===== src/rtl/gf_pkg.sv =====
// Shared GF(2) arithmetic constants and helpers.
// Field polynomials are listed with the x^n term included.
package gf_pkg;

    localparam logic [4:0] GF_POLY_4 = 5'b10011;
    localparam logic [8:0] GF_POLY_8 = 9'h11B;

    function automatic int clmul_width(input int w);
        return 2 * w;
    endfunction

endpackage


===== src/rtl/gf_clmul.sv =====
// Combinational carry-less multiplier array.
// Each partial product a[i]&b[j] is XOR-accumulated into bit i+j.
module gf_clmul
    import gf_pkg::*;
#(
    parameter int DATA_WIDTH = 4
) (
    input  logic [DATA_WIDTH-1:0]                 a,
    input  logic [DATA_WIDTH-1:0]                 b,
    output logic [clmul_width(DATA_WIDTH)-1:0]    p
);

    always_comb begin
        p = '0;
        for (int i = 0; i < DATA_WIDTH; i++) begin
            for (int j = 0; j < DATA_WIDTH; j++) begin
                p[i+j] = p[i+j] ^ (a[i] & b[j]);
            end
        end
    end

endmodule


===== src/rtl/gf_mult_top.sv =====
// Registered carry-less multiplier with optional modulo-POLY reduction.
// Define GF_MULT_REDUCE_EN to build the reduction stage and out_red port.
module gf_mult_top
    import gf_pkg::*;
#(
    parameter int DATA_WIDTH = 4
`ifdef GF_MULT_REDUCE_EN
    ,
    parameter logic [DATA_WIDTH:0] POLY = GF_POLY_4
`endif
) (
    input  logic                                clk,
    input  logic                                rst_n,
    input  logic                                in_valid,
    input  logic [DATA_WIDTH-1:0]               a,
    input  logic [DATA_WIDTH-1:0]               b,
    output logic [clmul_width(DATA_WIDTH)-1:0]  out,
`ifdef GF_MULT_REDUCE_EN
    output logic [DATA_WIDTH-1:0]               out_red,
`endif
    output logic                                out_valid
);

    localparam int PW = clmul_width(DATA_WIDTH);

    logic [PW-1:0] prod;
    logic [PW-1:0] out_d, out_q;
    logic          vld_d, vld_q;

    gf_clmul #(
        .DATA_WIDTH (DATA_WIDTH)
    ) u_clmul (
        .a (a),
        .b (b),
        .p (prod)
    );

    always_comb begin
        vld_d = in_valid;
        out_d = out_q;
        if (in_valid) begin
            out_d = prod;
        end
    end

`ifdef GF_MULT_REDUCE_EN
    logic [PW-1:0]         rem;
    logic [PW-1:0]         poly_ext;
    logic [DATA_WIDTH-1:0] red_d, red_q;

    assign poly_ext = {{(DATA_WIDTH-1){1'b0}}, POLY};

    // Long division from the top degree down; the x^DATA_WIDTH term cancels each step.
    always_comb begin
        rem = prod;
        for (int d = PW - 2; d >= DATA_WIDTH; d--) begin
            if (rem[d]) begin
                rem = rem ^ (poly_ext << (d - DATA_WIDTH));
            end
        end
        red_d = red_q;
        if (in_valid) begin
            red_d = rem[DATA_WIDTH-1:0];
        end
    end

    always_ff @(posedge clk) begin
        if (!rst_n) begin
            red_q <= '0;
        end else begin
            red_q <= red_d;
        end
    end

    assign out_red = red_q;
`endif

    always_ff @(posedge clk) begin
        if (!rst_n) begin
            out_q <= '0;
            vld_q <= 1'b0;
        end else begin
            out_q <= out_d;
            vld_q <= vld_d;
        end
    end

    assign out       = out_q;
    assign out_valid = vld_q;

endmodule


===== config.mk =====
export PLATFORM = sky130hd
export DESIGN_NAME = gf_mult_top
export DESIGN_NICKNAME = d
export VERILOG_FILES = /design/src/rtl/gf_pkg.sv /design/src/rtl/gf_clmul.sv /design/src/rtl/gf_mult_top.sv
export SDC_FILE = /design/constraint.sdc
export NUM_CORES = 1
export LEC_CHECK = 0
export CAP_MARGIN = 10
export CORE_AREA = 2 2 39 41
export DETAILED_ROUTE_END_ITERATION = 7
export DIE_AREA = 0 0 41 43
export GPL_ROUTABILITY_DRIVEN = 0
export PLACE_DENSITY = 0.69
export REMOVE_ABC_BUFFERS = 1
export SETUP_SLACK_MARGIN = 0.4
export SLEW_MARGIN = 10
export SYNTH_ARGS = -nofsm -noshare
export SYNTH_HDL_FRONTEND = slang
export SYNTH_SLANG_ARGS = --single-unit

===== constraint.sdc =====
create_clock -name clk -period 1.86 [get_ports clk]
set_input_delay 0.465 -clock clk [delete_from_list [all_inputs] [get_ports clk]]
set_output_delay 0.465 -clock clk [all_outputs]
set_load 0.01 [all_outputs]

==> run metrics <==
Max clock buf depth 2; vias in the first global route 360; number of enable flip-flop cells after synthesis 0; largest net degree at the start of global routing 14; top cell type's share of synthesized area 0.382; met1 Use GR 0.148; multi-input logic area between 200 and 250 um^2; unrepaired setup endpoints after global routing false; Hold Fails Final Rpt 0; largest cells by area after synthesis dfxtp_1, xnor2_1, nand2_1, o211a_1, a22o_1; Setup TNS 0 ps; Data required, critical path 2000 ps; CP endpoint kind flip-flop; CP Class input port to flip-flop; commonest cells in the netlist nand2_1, dfxtp_1, xnor2_1; CTS tree done; top-count cell post-synth nand2_1; crit path launch type input port; Clock Latency Late Sink 250 ps; Util after Layout 0.457; Sequential Area between 150 and 200 um^2; crit path DAT approximately 1600 ps; initial antenna violation count 0; boundary pin count 20; FP Rows 14; grt total ovfl 0; Power Total between 400 and 500 uW; DR vias 413; Vias per Instance between 4 and 5; sequential share of the synthesized area 0.382; initial core utilization 0.303; crit-path max FO 4; die boundary width about 41 um; fin. max-slew vios 0; Synth Register Bits 8; max cap viols 0; # setup viols final 0; Buffers on Ports 18; Pleak between 0.0003 and 0.0004 uW; share of cells above drive strength 1 0.0563; Area Overhead vs Synth 50.7%; GRT met3 Usage 0.0314; final net count 84; yosys warns 0; CP max stage delay roughly 530 ps; Peak VDD IR between 0.2 and 0.25 mV; CP max-delay cell clkdlybuf4s50_1; DR iter-0 viols 5; status finished clean; Period minus WS final ~1400 ps; syn avg cell area slightly above 8 um^2; TritonCTS buffer count 3; fill count approximately 160; DP HPWL 697 um; fmax 0.711 GHz; drt pass-1 iters 4; worst path cell trace clkdlybuf4s50_1, nand2_1, xor2_1, xnor2_1, a22o_1; Synth Flop Type dfxtp_1; # DRC 0; Reg2Reg Depth 2; Die Area approximately 1800 um^2; clock-pin slew on the worst setup and hold paths around 50 ps; M2 GR Usage 0.163; Min-Delay Path Class flip-flop to flip-flop; Root Buffer clkbuf_4; clk_skew 0 ps; CTS sink cnt 8; Final period util 0.756; drt wl/cell slightly above 10 um; H-tree depth 1; post-synthesis cell count ~50; WHS Path Cells 2; Pwr Density between 600 and 700 nW/um^2; synth unique cells 16; Mapped Area approximately 420 um^2; Core Box Area roughly 1400 um^2; height of the die ~43 um; final antenna-violating net count 0; first-pass GRT wire length between 1 and 1.5 mm; asr flop ratio synth 0; Yosys top cell by area dfxtp_1; GR peak layer met2; antenna cells 0; drt total wl between 800 and 900 um; Overall Global Routing Usage 0.122; Post-CTS Hold Fix Bufs 0
[path summary, 6_finish.rpt]
path                       start                   to  slack [ps]
min          out[0]$_SDFFE_PN0P_  out[0]$_SDFFE_PN0P_         470
max reg2reg  out[2]$_SDFFE_PN0P_  out[2]$_SDFFE_PN0P_        1080
min reg2reg  out[0]$_SDFFE_PN0P_  out[0]$_SDFFE_PN0P_         470
max                         b[1]  out[2]$_SDFFE_PN0P_         450
[layer usage]
layer,vias up,part of all wire
li1,206,-
met1,182,0.42
met2,21,0.41
met3,4,0.13
met4,0,0.031
met5,-,0
[kinds of logic after synthesis]
family,after synthesis,share of synthesized area
AOI/OAI and AO/OA,8,0.149
xor gates and xnor gates,9,0.188
DFF,8,0.382
buffers and inverters,2,0.0298
and+or+nand+nor,23,0.242
other,1,0.00895
[worst max-delay path, delay by kind of cell]
family,cells,cell delay (ps)
AOI/OAI and AO/OA,1,180
and+or+nand+nor,1,80
buffers and inverters,1,530
xor gates and xnor gates,2,300
[through the flow]
stage                     hold slack, ps  setup slack [ps]  instance area [um^2]  cells
final                                471               454                   632     87
after global routing                 499               402                   632     87
after CTS                            477               451                   627     87
after detailed placement             470               182                   614     84
after global placement               470               189                   614     84
after floorplan                      497               794                   407     49
[registers in the layout, indices dropped and copies added (netlist names)]
| signal | flops |
|---|---|
| out_valid | 1 |
| out | 7 |
[final cells by class]
class                      count  area share
tap                           16      0.0317
clock buffer                   3      0.0356
timing repair buffer          19       0.289
multi-input combinational     41       0.390
sequential                     8       0.253
[report_power, final]
part | internal (uW) | switching (uW) | leakage (uW)
combinational | 57.8 | 45.3 | 0.000229
sequential | 184 | 4.71 | 0.0000660
clock | 73.9 | 59.8 | 0.0000138
[repair_timing]
action,4_1_cts,5_1_grt
gates resized for setup,8,2
setup endpoints to repair,8,1
setup buffers,0,0
pin swaps,0,1
[cells in the final DEF, fill, tap and decap left out, types with 2 or more instances in the layout]
cell,count
xnor2_1,7
dfxtp_1,8
xor2_1,2
o211a_1,2
a21boi_0,2
nand2b_1,2
clkbuf_4,3
nor2b_1,2
dlygate4sd2_1,8
a22o_1,2
nand3_1,2
nand2_1,16
dlymetal6s2s_1,2
clkdlybuf4s50_1,8
Power figures use the tool's default switching activity.
